## src/rtl/reg_writeback_unit.sv

```systemverilog
// Purpose: sole register-file write port driver; merges ALU and LSU/MDU results, tracks pending destinations.
// Latency: a write selected in cycle N shows on rf_wr_en_o/rf_des_o/rf_des_dat_o in N+1; LSU results are written at N+2 or later.
// Backpressure: the ALU is never stalled; LSU stalls only through lsu_ready_o (= !full, registered-count based). Optional macro: WB_BYPASS_EN.

// Purpose: generic circular-buffer FIFO with valid/ready on both sides.
// Latency: an entry pushed at an edge is visible at the head from the next cycle; there is no same-cycle bypass.
// Backpressure: in_rdy is derived from the stored count only, so a same-cycle pop never raises it combinationally.
module wb_fifo #(
    parameter int WIDTH = 37,
    parameter int DEPTH = 4,
    parameter int PTR_W = $clog2(DEPTH)
) (
    input  logic             clk,
    input  logic             rst_n,
    input  logic             in_vld,
    output logic             in_rdy,
    input  logic [WIDTH-1:0] in_dat,
    output logic             out_vld,
    input  logic             out_rdy,
    output logic [WIDTH-1:0] out_dat,
    output logic             full
);

    localparam logic [PTR_W:0] DEPTH_CNT = (PTR_W+1)'(DEPTH);

    logic [WIDTH-1:0] mem [DEPTH];
    logic [PTR_W-1:0] wr_ptr;
    logic [PTR_W-1:0] rd_ptr;
    logic [PTR_W:0]   cnt;
    logic             push;
    logic             pop;

    assign full    = (cnt == DEPTH_CNT);
    assign in_rdy  = !full;
    assign out_vld = (cnt != '0);
    assign push    = in_vld && in_rdy;
    assign pop     = out_vld && out_rdy;
    assign out_dat = mem[rd_ptr];

    // Storage needs no reset: an entry is only ever read after it has been written.
    always_ff @(posedge clk) begin
        if (push) begin
            mem[wr_ptr] <= in_dat;
        end
    end

    // Pointers wrap naturally because DEPTH is a power of two.
    always_ff @(posedge clk or negedge rst_n) begin
        if (!rst_n) begin
            wr_ptr <= '0;
            rd_ptr <= '0;
        end else begin
            if (push) begin
                wr_ptr <= wr_ptr + 1'b1;
            end
            if (pop) begin
                rd_ptr <= rd_ptr + 1'b1;
            end
        end
    end

    // Occupancy: a simultaneous push and pop leaves the count unchanged.
    always_ff @(posedge clk or negedge rst_n) begin
        if (!rst_n) begin
            cnt <= '0;
        end else begin
            case ({push, pop})
                2'b10:   cnt <= cnt + 1'b1;
                2'b01:   cnt <= cnt - 1'b1;
                default: cnt <= cnt;
            endcase
        end
    end

endmodule

// Purpose: arbitrates ALU and buffered LSU results onto the register-file write port and keeps the busy scoreboard.
// Latency: one registered stage on the write port; operand forwarding (WB_BYPASS_EN) is combinational.
// Backpressure: ALU has absolute priority and may starve the FIFO; upstream LSU sees only lsu_ready_o.
module reg_writeback_unit #(
    parameter int FIFO_DEPTH = 4,
    localparam int PTR_W     = $clog2(FIFO_DEPTH)
) (
    input  logic        clk,
    input  logic        rst_n,
    input  logic        alu_valid_i,
    input  logic [4:0]  alu_rd_i,
    input  logic [31:0] alu_dat_i,
    input  logic        lsu_valid_i,
    output logic        lsu_ready_o,
    input  logic [4:0]  lsu_rd_i,
    input  logic [31:0] lsu_dat_i,
    input  logic        issue_valid_i,
    input  logic [4:0]  issue_rd_i,
    output logic [31:0] busy_o,
    output logic        fifo_full_o,
    output logic        rf_wr_en_o,
    output logic [4:0]  rf_des_o,
    output logic [31:0] rf_des_dat_o,
    input  logic [4:0]  rd_src_1_i,
    input  logic [4:0]  rd_src_2_i,
    input  logic [31:0] rf_src_1_dat_i,
    input  logic [31:0] rf_src_2_dat_i,
    output logic [31:0] src_1_dat_o,
    output logic [31:0] src_2_dat_o
);

    typedef struct packed {
        logic [4:0]  rd;
        logic [31:0] dat;
    } wb_ent_t;

    wb_ent_t     lsu_ent;
    wb_ent_t     head;
    logic        head_vld;
    logic        pop;
    logic        fifo_full;
    logic        sel_vld;
    logic [4:0]  sel_rd;
    logic [31:0] sel_dat;
    logic [31:0] busy;
    logic [31:0] busy_nxt;

    assign lsu_ent.rd  = lsu_rd_i;
    assign lsu_ent.dat = lsu_dat_i;

    // The head is consumed whenever the ALU leaves the write port free.
    assign pop = head_vld && !alu_valid_i;

    wb_fifo #(
        .WIDTH ($bits(wb_ent_t)),
        .DEPTH (FIFO_DEPTH),
        .PTR_W (PTR_W)
    ) u_fifo (
        .clk     (clk),
        .rst_n   (rst_n),
        .in_vld  (lsu_valid_i),
        .in_rdy  (lsu_ready_o),
        .in_dat  (lsu_ent),
        .out_vld (head_vld),
        .out_rdy (!alu_valid_i),
        .out_dat (head),
        .full    (fifo_full)
    );

    assign fifo_full_o = fifo_full;

    // Select this cycle's write: ALU first, otherwise the FIFO head, otherwise nothing.
    always_comb begin
        sel_vld = 1'b0;
        sel_rd  = '0;
        sel_dat = '0;
        if (alu_valid_i) begin
            sel_vld = 1'b1;
            sel_rd  = alu_rd_i;
            sel_dat = alu_dat_i;
        end else if (head_vld) begin
            sel_vld = 1'b1;
            sel_rd  = head.rd;
            sel_dat = head.dat;
        end
    end

    // Register the write port; x0 writes are consumed but never enabled, and idle cycles hold index/data.
    always_ff @(posedge clk or negedge rst_n) begin
        if (!rst_n) begin
            rf_wr_en_o   <= 1'b0;
            rf_des_o     <= '0;
            rf_des_dat_o <= '0;
        end else begin
            rf_wr_en_o <= sel_vld && (sel_rd != 5'd0);
            if (sel_vld && (sel_rd != 5'd0)) begin
                rf_des_o     <= sel_rd;
                rf_des_dat_o <= sel_dat;
            end
        end
    end

    // Scoreboard update: clear on FIFO pop, then set on issue so a same-rd set wins; bit 0 is never busy.
    always_comb begin
        busy_nxt = busy;
        if (pop && (head.rd != 5'd0)) begin
            busy_nxt[head.rd] = 1'b0;
        end
        if (issue_valid_i && (issue_rd_i != 5'd0)) begin
            busy_nxt[issue_rd_i] = 1'b1;
        end
        busy_nxt[0] = 1'b0;
    end

    // Scoreboard state.
    always_ff @(posedge clk or negedge rst_n) begin
        if (!rst_n) begin
            busy <= '0;
        end else begin
            busy <= busy_nxt;
        end
    end

    assign busy_o = busy;

`ifdef WB_BYPASS_EN
    // Forward the write being committed this cycle to decode.
    always_comb begin
        src_1_dat_o = rf_src_1_dat_i;
        src_2_dat_o = rf_src_2_dat_i;
        if (rf_wr_en_o && (rf_des_o == rd_src_1_i) && (rd_src_1_i != 5'd0)) begin
            src_1_dat_o = rf_des_dat_o;
        end
        if (rf_wr_en_o && (rf_des_o == rd_src_2_i) && (rd_src_2_i != 5'd0)) begin
            src_2_dat_o = rf_des_dat_o;
        end
    end
`else
    // No forwarding: decode stalls an extra cycle on read-after-write, so read indices are not needed.
    logic unused_src;
    assign unused_src  = ^{rd_src_1_i, rd_src_2_i};
    assign src_1_dat_o = rf_src_1_dat_i;
    assign src_2_dat_o = rf_src_2_dat_i;
`endif

endmodule

```

## config.mk

```make
export PLATFORM = sky130hd
export DESIGN_NAME = reg_writeback_unit
export DESIGN_NICKNAME = d
export VERILOG_FILES = /design/src/rtl/reg_writeback_unit.sv
export SDC_FILE = /design/constraint.sdc
export NUM_CORES = 1
export LEC_CHECK = 0
export CAP_MARGIN = 15
export CORE_MARGIN = 3
export CORE_UTILIZATION = 35
export CTS_CLUSTER_DIAMETER = 80
export DETAILED_ROUTE_END_ITERATION = 16
export PLACE_DENSITY = 0.63
export SETUP_SLACK_MARGIN = 0.05
export SLEW_MARGIN = 20
export SYNTH_ARGS = -nofsm -noshare
export SYNTH_HDL_FRONTEND = slang
export SYNTH_SLANG_ARGS = --single-unit
```

## constraint.sdc

```tcl
create_clock -name clk -period 3.2 [get_ports clk]
set_input_delay 0.8 -clock clk [delete_from_list [all_inputs] [get_ports clk]]
set_output_delay 0.8 -clock clk [all_outputs]
set_load 0.02 [all_outputs]
```

### Word-level counts from Yosys, hierarchy flattened

Memory sizes are Yosys's and may differ from the RTL's.
Index checks and enable logic that the tools add are counted.

| operators by class | value |
|---|---|
| equal/unequal tests | 3 |
| mux-type cells | 15 |
| add/subtract/negate cells | 4 |
| bitwise logic cells | 3 |
| reductions and logical operators | 14 |
| magnitude comparators | 4 |

Operators by type and width:

| kind | count |
|---|---|
| two-way mux 32 bit | 4 |
| bitwise AND 32 bit | 1 |
| inverter 32 bit | 1 |
| OR 32 bit | 1 |
| nonzero test 5 bit | 3 |
| < comparator 5 x 6 -> 1 bit (second input constant) | 2 |
| demux 1 bit (select 5 bit) | 2 |
| >= comparator 5 x 1 -> 1 bit (second input constant) | 2 |
| two-way mux 5 bit | 2 |
| logical AND 1 bit | 7 |
| two-way mux 1 bit | 6 |
| one-hot mux 3 bit (2 select lines) | 1 |
| adder 2 x 1 -> 2 bit (second input constant) | 2 |
| adder 3 x 1 -> 3 bit (second input constant) | 1 |
| equality test 3 bit (second input constant) | 1 |
| nonzero test 3 bit | 1 |
| subtractor 3 x 1 -> 3 bit (second input constant) | 1 |
| equality test 2 x 1 -> 1 bit (second input constant) | 1 |
| equality test 2 bit (second input constant) | 1 |
| logical NOT 1 bit | 2 |
| nonzero test 2 bit | 1 |

| word-level totals | value |
|---|---|
| bits in writable memories | 148 |
| logic and storage cells | 51 |
| output and inout port bits | 136 |
| input bits | 158 |
| flip-flop bits (word level) | 76 |
| memories kept | 1 |

Memories:

| memory | words | width | rd ports | clocked after memory_dff | wr ports | line | source |
|---|---|---|---|---|---|---|---|
| u_fifo.mem | 4 | 37 | 1 | 0 | 1 | 26 | `logic [WIDTH-1:0] mem [DEPTH];` |

### Depth between registers and ports, before layout

Gate-level depths: netlist of run 1.
An unclocked memory read counts as a cell.

| logic depth | value |
|---|---|
| word-level depth | 10 |
| mapped depth | 10 |
| gate-level depth less buffers | 10 |

### Cells and area by module

A second synthesis of run 1 with hierarchy kept.

| unflattened totals | value |
|---|---|
| cells, all modules | 569 |
| area total of the unflattened synthesis | 9527.9 um^2 |

Modules (own cells, without submodules):

| module | cells an instance | area each (um^2) | sequential area each (um^2) | times used |
|---|---|---|---|---|
| wb_fifo | 231 | 5758.0 | 4619.4 | 1 |
| reg_writeback_unit | 338 | 3769.9 | 1726.7 | 1 |

### Worst setup path after synthesis of run 1

Ideal clock, no wire load.

| path | value |
|---|---|
| path type | input-to-reg |
| from | in alu_valid_i |
| to | reg u_fifo.cnt[2] |
| setup time | 79 ps |
| path buffers | 1 |
| required time | 3121 ps |
| data arrival time | 2619 ps |
| stages on the path | 10 |
| path slack | 502 ps |
| cell sequence | inv_1 nand2_1 inv_2 buf_1 ha_1 inv_1 fa_1 xor2_1 nor2_1 xor2_1 |

| between the ends | value |
|---|---|
| longest elaborated chain between the ends | 4 |
| elaborated cells between the ends (all ways) | 6 |
| classes of those cells | 2 x eq/ne; 1 x mux; 3 x reduce/logical |

RTL lines:

| element | line | source |
|---|---|---|
| from (decl) | 86 | `input logic alu_valid_i,` |
| logical NOT 1 bit * | n/a |  |
| logical AND 1 bit * | n/a |  |
| named net pop | 116 | `logic pop;` |
| equality test 2 x 1 -> 1 bit or equality test 2 bit (tied branches) | 67 | `case ({push, pop})` |
| one-hot mux 3 bit (2 select lines) or nonzero test 2 bit (tied branches) | n/a |  |
| to (signal assigned) | 68 | `2'b10: cnt <= cnt + 1'b1;` |
| to (signal assigned) | 69 | `2'b01: cnt <= cnt - 1'b1;` |
| to (signal assigned) | 70 | `default: cnt <= cnt;` |
| to (decl) | 29 | `logic [PTR_W:0] cnt;` |

Mark *: on every way through the listed nets, which the timed path passes. The rest lies on a longest branch.
A chain may end at the register's enable or synchronous reset.

### Worst setup path after layout of run 1

| path | value |
|---|---|
| from | reg u_fifo.cnt[1] |
| to | out fifo_full_o |

| between the ends | value |
|---|---|
| longest elaborated chain between the ends | 1 |

RTL lines:

| element | line | source |
|---|---|---|
| equality test 3 bit | 33 | `assign full = (cnt == DEPTH_CNT);` |
| to (decl) | 96 | `output logic fifo_full_o,` |

Every way passes these cells.

==> results of run 1 <==
==> cell usage after synthesis (2+ instances only) <==
| cell | n |
|---|---|
| xnor2_1 | 4 |
| clkbuf_1 | 10 |
| o31ai_1 | 7 |
| o211ai_1 | 2 |
| mux4_2 | 37 |
| or3b_2 | 3 |
| buf_2 | 5 |
| dfrtp_1 | 76 |
| nand3b_1 | 7 |
| nand2b_1 | 3 |
| buf_4 | 65 |
| a22o_1 | 32 |
| o21ai_0 | 40 |
| o41ai_1 | 2 |
| xor2_1 | 2 |
| buf_1 | 2 |
| mux2_4 | 25 |
| o221ai_1 | 5 |
| edfxtp_1 | 148 |
| and3_1 | 4 |
| o21ai_1 | 7 |
| or3b_1 | 2 |
| nand2_1 | 12 |
| and2_1 | 2 |
| mux2_2 | 8 |
| or4b_1 | 2 |
| nor2_1 | 3 |
| ha_1 | 5 |
| buf_6 | 4 |
| inv_1 | 17 |
| or3_1 | 3 |
| nand3_1 | 5 |
| a22oi_1 | 3 |
==> area by class of cell <==
| class | instances | area, um2 |
|---|---|---|
| repair buffers | 170 | 1667 |
| inverters | 18 | 67.56 |
| flip-flops and latches | 224 | 6349 |
| clock buffers | 31 | 668.1 |
| clock inverters | 15 | 180.2 |
| multi-input cells | 235 | 2486 |
| fillers | 2248 | 14520 |
| well taps | 335 | 419.2 |
==> routing by layer <==
metal,share of wire,wire length (um)
met3,0.10,2595
met4,0.027,682
met2,0.50,12450
met1,0.36,9064
met5,0.0025,62
==> per-stage QoR <==
stage	cells	total power [uW]	utilization	instance area, um2	hold slack [ps]
after floorplan	563	6922	-	9498	476.6
after global placement	982	8410	0.4169	10990	491.4
after detailed placement	982	8537	0.4169	10990	491.6
after CTS	1028	11480	0.4491	11840	248.7
after global routing	1028	11880	0.4491	11840	266.9
final	1028	11310	0.4491	11840	233.1
==> worst min-delay path by stage <==
| stage | startpoint | to | depth (start not counted) |
|---|---|---|---|
| after detailed placement | rf_des_dat_o[23] | rf_des_dat_o[23] | 1 |
| after CTS | rst_n | rf_des_o[4] | 1 |
| after global placement | busy_o[19] | busy_o[19] | 2 |
| final | rst_n | rf_des_o[4] | 1 |
| after floorplan | u_fifo.cnt[2] | u_fifo.cnt[2] | 1 |
| after global routing | rst_n | rf_des_o[1] | 1 |
==> registers in the layout (all words and copies together) (netlist names) <==
| signal | cells |
|---|---|
| u_fifo.rd_ptr | 2 |
| rf_des_o | 5 |
| u_fifo.mem | 148 |
| rf_des_dat_o | 32 |
| u_fifo.cnt | 3 |
| rf_wr_en_o | 1 |
| u_fifo.wr_ptr | 2 |
| busy_o | 31 |
==> power by group through the flow <==
stage          Clock [uW]  Sequential (uW)  Combinational (uW)
6_report             2870             4390                4050
3_3_place_gp            0             4390                4020
4_1_cts              2960             4400                4120
3_5_place_dp            0             4440                4100
5_1_grt              3060             4470                4350
2_1_floorplan           0             4790                2130
==> logic make-up after synthesis <==
kind of cell	count (synthesis)	synth area share
mux	71	0.1378
compound gates	100	0.07469
buf+inv	104	0.07061
simple gates	51	0.03412
other cells	1	0.0003948
flops	224	0.6682
fa+ha+maj	6	0.008695
xor+xnor	6	0.005533
==> out/metrics.csv, run 1 <==
metric,value,unit
post-CTS sizing,0,
R2R cell count,5,
Setup TNS,0,ps
GR peak layer,met2,
final hold vios,0,
first-pass GRT wire length,36.05,mm
worst-margin pin slew,586.4,ps
Initial Util,0.3604,
largest net degree at the start of global routing,48,
hpwl dp,17.79,mm
post-synthesis async set-or-reset flop share,0.3393,
H-Tree Depth,1,
total number of vias,5384,
ys flop type,edfxtp_1,
Seq cells post-synth,224,
Die Area,29150,um2
Critical Path Slowest Stage Cell,clkdlybuf4s50_1,
most frequent cells in the layout,"clkdlybuf4s50_1 (152), edfxtp_1 (148), dfrtp_1 (74)",
Final GP Congestion,0.8057,
Critical Path Max Stage Delay,600,ps
"most common cell after layout, fill and taps aside",clkdlybuf4s50_1,
vias per std cell,5.237,
DRC,0,
RSZ-0062 raised after global routing,no,
input/output buffers,154,
Synth area leader,edfxtp_1,
Int Power,7662,uW
register share of total power,0.388,
antenna cells,0,
mean area per synthesized cell,16.87,um2
remaining antenna violation count,0,
Clock power frac,0.254,
# rows,59,
worst vdd ir,0.5792,mV
power per cell area,955.5,nW/um2
Crit. Startpoint,u_fifo.cnt[1],
Total GRT Usage,0.1643,
Achievable Freq,362.6,MHz
Yosys top cell area share,0.4679,
crit path time final,2758,ps
clk_skew,28.18,ps
Setup-failing EPs final,0,
met2 usage,0.2829,
met3 Use GR,0.05915,
R2R Setup Slk,720,ps
Post-Synthesis Net Count,727,
M1 GR Usage,0.1941,
Max clock buf depth,3,
vias in the first global route,5766,
critical path peak fanout,7,
cts bufs inserted,25,
"Clk Latency, worst-skew pair",520,ps
crit path capture,fifo_full_o,
Sink Count,224,
# IOs,294,
status,completed,
die outline width,170.7,um
"CP delay by family, top",buffers and inverters,
area grow syn2layout,24.62,%
CP Buf/Inv Count,3,
Synth Instances,563,
Starting DRT DRC Count,379,
TritonCTS clock tree,yes,
Die Height,170.7,um
layout cell share with drive strength beyond 1,0.2092,
CTS Hold Buffers Added,0,
"Req. time, crit path",2400,ps
Clock Pin Slew Worst Setup and Hold Paths,60,ps
fin. max-slew vios,0,
crit end category,output port,
Crit Reg-Reg Startpoint,u_fifo.rd_ptr[0],
switching share of power,0.3225,
TritonRoute pass-1 iters,5,
Crit Path Category,reg2out,
gr ovfl total,0,
max cap viols,0,
Levels on crit path,4,
Slew HR,0.6091,
Comb power frac,0.358,
post-placement setup slack,321.9,ps
Leak Pwr,0.004386,uW
post-synth cell types,44,
crit path cell chain,inv_1 > nand3_1 > inv_1 > clkdlybuf4s50_1,
Synth area leaders,"edfxtp_1 (47%), dfrtp_1 (20%), mux4_2 (8.8%)",
root buffer cell,clkbuf_16,
WP data arrival,1960,ps
fin crit share,0.8617,
final net count,838,
average wire per standard cell,24.18,um
mapped cell area,9498,um2
Post-synth EDFFs,148,
net switching power,3648,uW
final worst slack,442.4,ps
initial antenna violation count,4,
Setup crit start kind,flop,
Setup Buffers After CTS,0,
HP Class,in2async,
FF-to-FF End,rf_des_dat_o[24],
sequential area share after synthesis,0.6682,
YS warnings,0,
Worst path most repeated cell,inv_1,
core outline area,26350,um2
WL final,24.86,mm
No activity file was read; power rests on OpenSTA's default activity.
==> inputs of run 2 (changes only) <==
--- a/config.mk
+++ b/config.mk
@@ -7,10 +7,10 @@
 export LEC_CHECK = 0
 export CAP_MARGIN = 15
 export CORE_MARGIN = 3
-export CORE_UTILIZATION = 35
+export CORE_UTILIZATION = 47
 export CTS_CLUSTER_DIAMETER = 80
 export DETAILED_ROUTE_END_ITERATION = 16
-export PLACE_DENSITY = 0.63
+export PLACE_DENSITY = 0.8
 export SETUP_SLACK_MARGIN = 0.05
 export SLEW_MARGIN = 20
 export SYNTH_ARGS = -nofsm -noshare
==> run 2 against run 1 <==
  * Non-clock buffer count is 3 lower
  * Cell count is 7.6% lower
  * Die area fell by 25%
  * Global-route usage rose by 4.2 points
  * Sequential power about the same
  * Fmax up 0.42%
  * Count of clock-buffer cells in the layout shrank 5
  * Critical path depth unchanged
  * Worst setup slack improved by 11 ps
  * Final area decreased by 1.5%
  * Sequential share of layout area up 0.82 points
  * Critical endpoint unchanged
==> out/metrics.csv, run 2 (synthesis gave the netlist of run 1 again) <==
metric,value,unit,change
Setup crit start kind,flop,,
fin crit share,0.8581,,-0.003592
Critical Path Max Stage Delay,610,ps,about the same
Final GP Congestion,0.8930,,+11%
fin. max-slew vios,0,,unchanged
gr ovfl total,0,,unchanged
"CP delay by family, top",buffers and inverters,,
Slew HR,0.5069,,-0.1021
clk_skew,27.27,ps,-0.9128 ps
CTS Hold Buffers Added,0,,unchanged
largest net degree at the start of global routing,53,,+10%
CP Buf/Inv Count,3,,unchanged
input/output buffers,154,,unchanged
number of flip-flops in the largest register,148,,unchanged
crit path time final,2746,ps,-11.49 ps
WP data arrival,1950,ps,about the same
area grow syn2layout,22.74,%,
core outline area,19650,um2,-25%
vias in the first global route,5624,,-2.5%
post-CTS sizing,0,,unchanged
TritonCTS clock tree,yes,,
Crit Reg-Reg Startpoint,u_fifo.rd_ptr[0],,
Top reg by flops,u_fifo.mem,,
Total GRT Usage,0.2065,,+0.04211
Setup Buffers After CTS,0,,unchanged
Max clock buf depth,3,,unchanged
Clock power frac,0.244,,-0.010
max cap viols,0,,unchanged
total number of vias,5443,,+1.1%
Crit Path Category,reg2out,,
met2 wire len,11.32,mm,-9.1%
Setup-failing EPs final,0,,unchanged
power per cell area,951.3,nW/um2,-0.44%
DRC,0,,unchanged
Initial Util,0.4833,,+0.1229
met3 WL post-DR,3.124,mm,+20%
Achievable Freq,364.2,MHz,+0.42%
final hold vios,0,,unchanged
"most common cell after layout, fill and taps aside",clkdlybuf4s50_1,,
hpwl dp,16.16,mm,-9.1%
Critical Path Slowest Stage Cell,clkdlybuf4s50_1,,
initial antenna violation count,1,,-3
first-pass GRT wire length,35.11,mm,-2.6%
"Clk Latency, worst-skew pair",510,ps,about the same
final hold slack,348.5,ps,+115.4 ps
TritonRoute pass-1 iters,6,,+1
critical path peak fanout,7,,unchanged
Leak Pwr,0.004339,uW,-1.1%
average wire per standard cell,24.51,um,+1.3%
vias per std cell,5.729,,+9.4%
worst-margin pin slew,739.6,ps,+153.2 ps
Comb power frac,0.362,,+0.004
worst vdd ir,0.4983,mV,-14%
Final Non-Filler Cells,950,,-7.6%
Int Power,7521,uW,-1.8%
HP Class,in2async,,
met1 wire length,8.290,mm,-8.5%
crit end category,output port,,
# IOs,294,,unchanged
final net count,833,,-0.60%
RSZ-0062 raised after global routing,no,,
die outline width,148.2,um,-13%
Starting DRT DRC Count,404,,+6.6%
layout cell share with drive strength beyond 1,0.2015,,-0.007775
total power,11090,uW,-1.9%
root buffer cell,clkbuf_16,,
# rows,51,,-14%
switching share of power,0.3218,,-0.0007014
FILL cells,1478,,-34%
register share of total power,0.395,,+0.007
Sink Count,224,,unchanged
Die Height,148.2,um,-13%
H-Tree Depth,1,,unchanged
WL final,23.28,mm,-6.4%
remaining antenna violation count,0,,unchanged
Worst path most repeated cell,inv_1,,
Setup TNS,0,ps,unchanged
status,completed,,
cts bufs inserted,23,,-8.0%
net switching power,3569,uW,-2.2%
most frequent cells in the layout,"clkdlybuf4s50_1 (152), edfxtp_1 (148), dfrtp_1 (74)",,
antenna cells,0,,unchanged
"Req. time, crit path",2400,ps,about the same
Die Area,21950,um2,-25%
top sig layer,met5,,
crit path cell chain,inv_1 > nand3_1 > inv_1 > clkdlybuf4s50_1,,
dpl cells,909,,-7.4%
Crit. Startpoint,u_fifo.cnt[0],,
Clock Pin Slew Worst Setup and Hold Paths,60,ps,about the same
==> run 2: cell count changes in the layout (fill, tap and decap cells not counted) <==
cell	previous run	this run
clkbuf_16	25	23
clkinvlp_4	0	1
clkinvlp_2	1	0
clkinv_4	3	1
buf_4	16	13
clkbuf_1	4	1
clkinv_1	0	2
==> run 2: power groups by stage <==
stage,logic [uW],registers (uW),clock network [uW]
finish,4010,4380,2700
detailed placement,4030,4430,0
floorplan,2130,4790,0
CTS,4050,4380,2770
global route,4280,4460,2880
global placement,3930,4370,0
==> run 2: worst reg2reg max path, delay by kind of cell (launching register included) <==
family          cells  cell delay, ps
buf+inv             1             260
flops               1             540
simple gates        1             380
compound gates      1             250
mux                 2            1050
==> run 2: worst paths after layout <==
path	to	slack [ps]	depth (start not counted)
worst max-delay path	fifo_full_o	450	4
worst min-delay path	rf_des_dat_o[21]	350	1
worst max register to register	rf_des_dat_o[0]	580	5
worst min register to register	rf_des_dat_o[29]	520	1
max in group asynchronous	rf_des_dat_o[30]	2130	2
min in group clk	rf_des_dat_o[29]	520	1
==> run 2: per-stage QoR <==
| step | util | setup slack (ps) | cell area (um2) |
|---|---|---|---|
| 2_1_floorplan | - | 502.1 | 9498 |
| 3_3_place_gp | 0.5535 | 434.1 | 10880 |
| 3_5_place_dp | 0.5535 | 406.8 | 10880 |
| 4_1_cts | 0.5931 | 406.8 | 11660 |
| 5_1_grt | 0.5931 | 328.2 | 11660 |
| 6_report | 0.5931 | 453.9 | 11660 |
==> run 2: routing by layer <==
layer  GRT usage  vias up
li1            -     2318
met1      0.2571     2714
met2      0.3389      359
met3     0.08897       50
met4     0.04711        2
met5           0        -
==> run 2: area by class of cell <==
class | instances | area, um2 | share of cell area
Sequential cell | 224 | 6349 | 0.5446
Multi-Input combinational cell | 235 | 2486 | 0.2133
Timing Repair Buffer | 167 | 1644 | 0.1410
Clock buffer | 26 | 606.8 | 0.05206
Tap cell | 265 | 331.6 | 0.02844
Clock inverter | 15 | 172.7 | 0.01481
Inverter | 18 | 67.56 | 0.005796
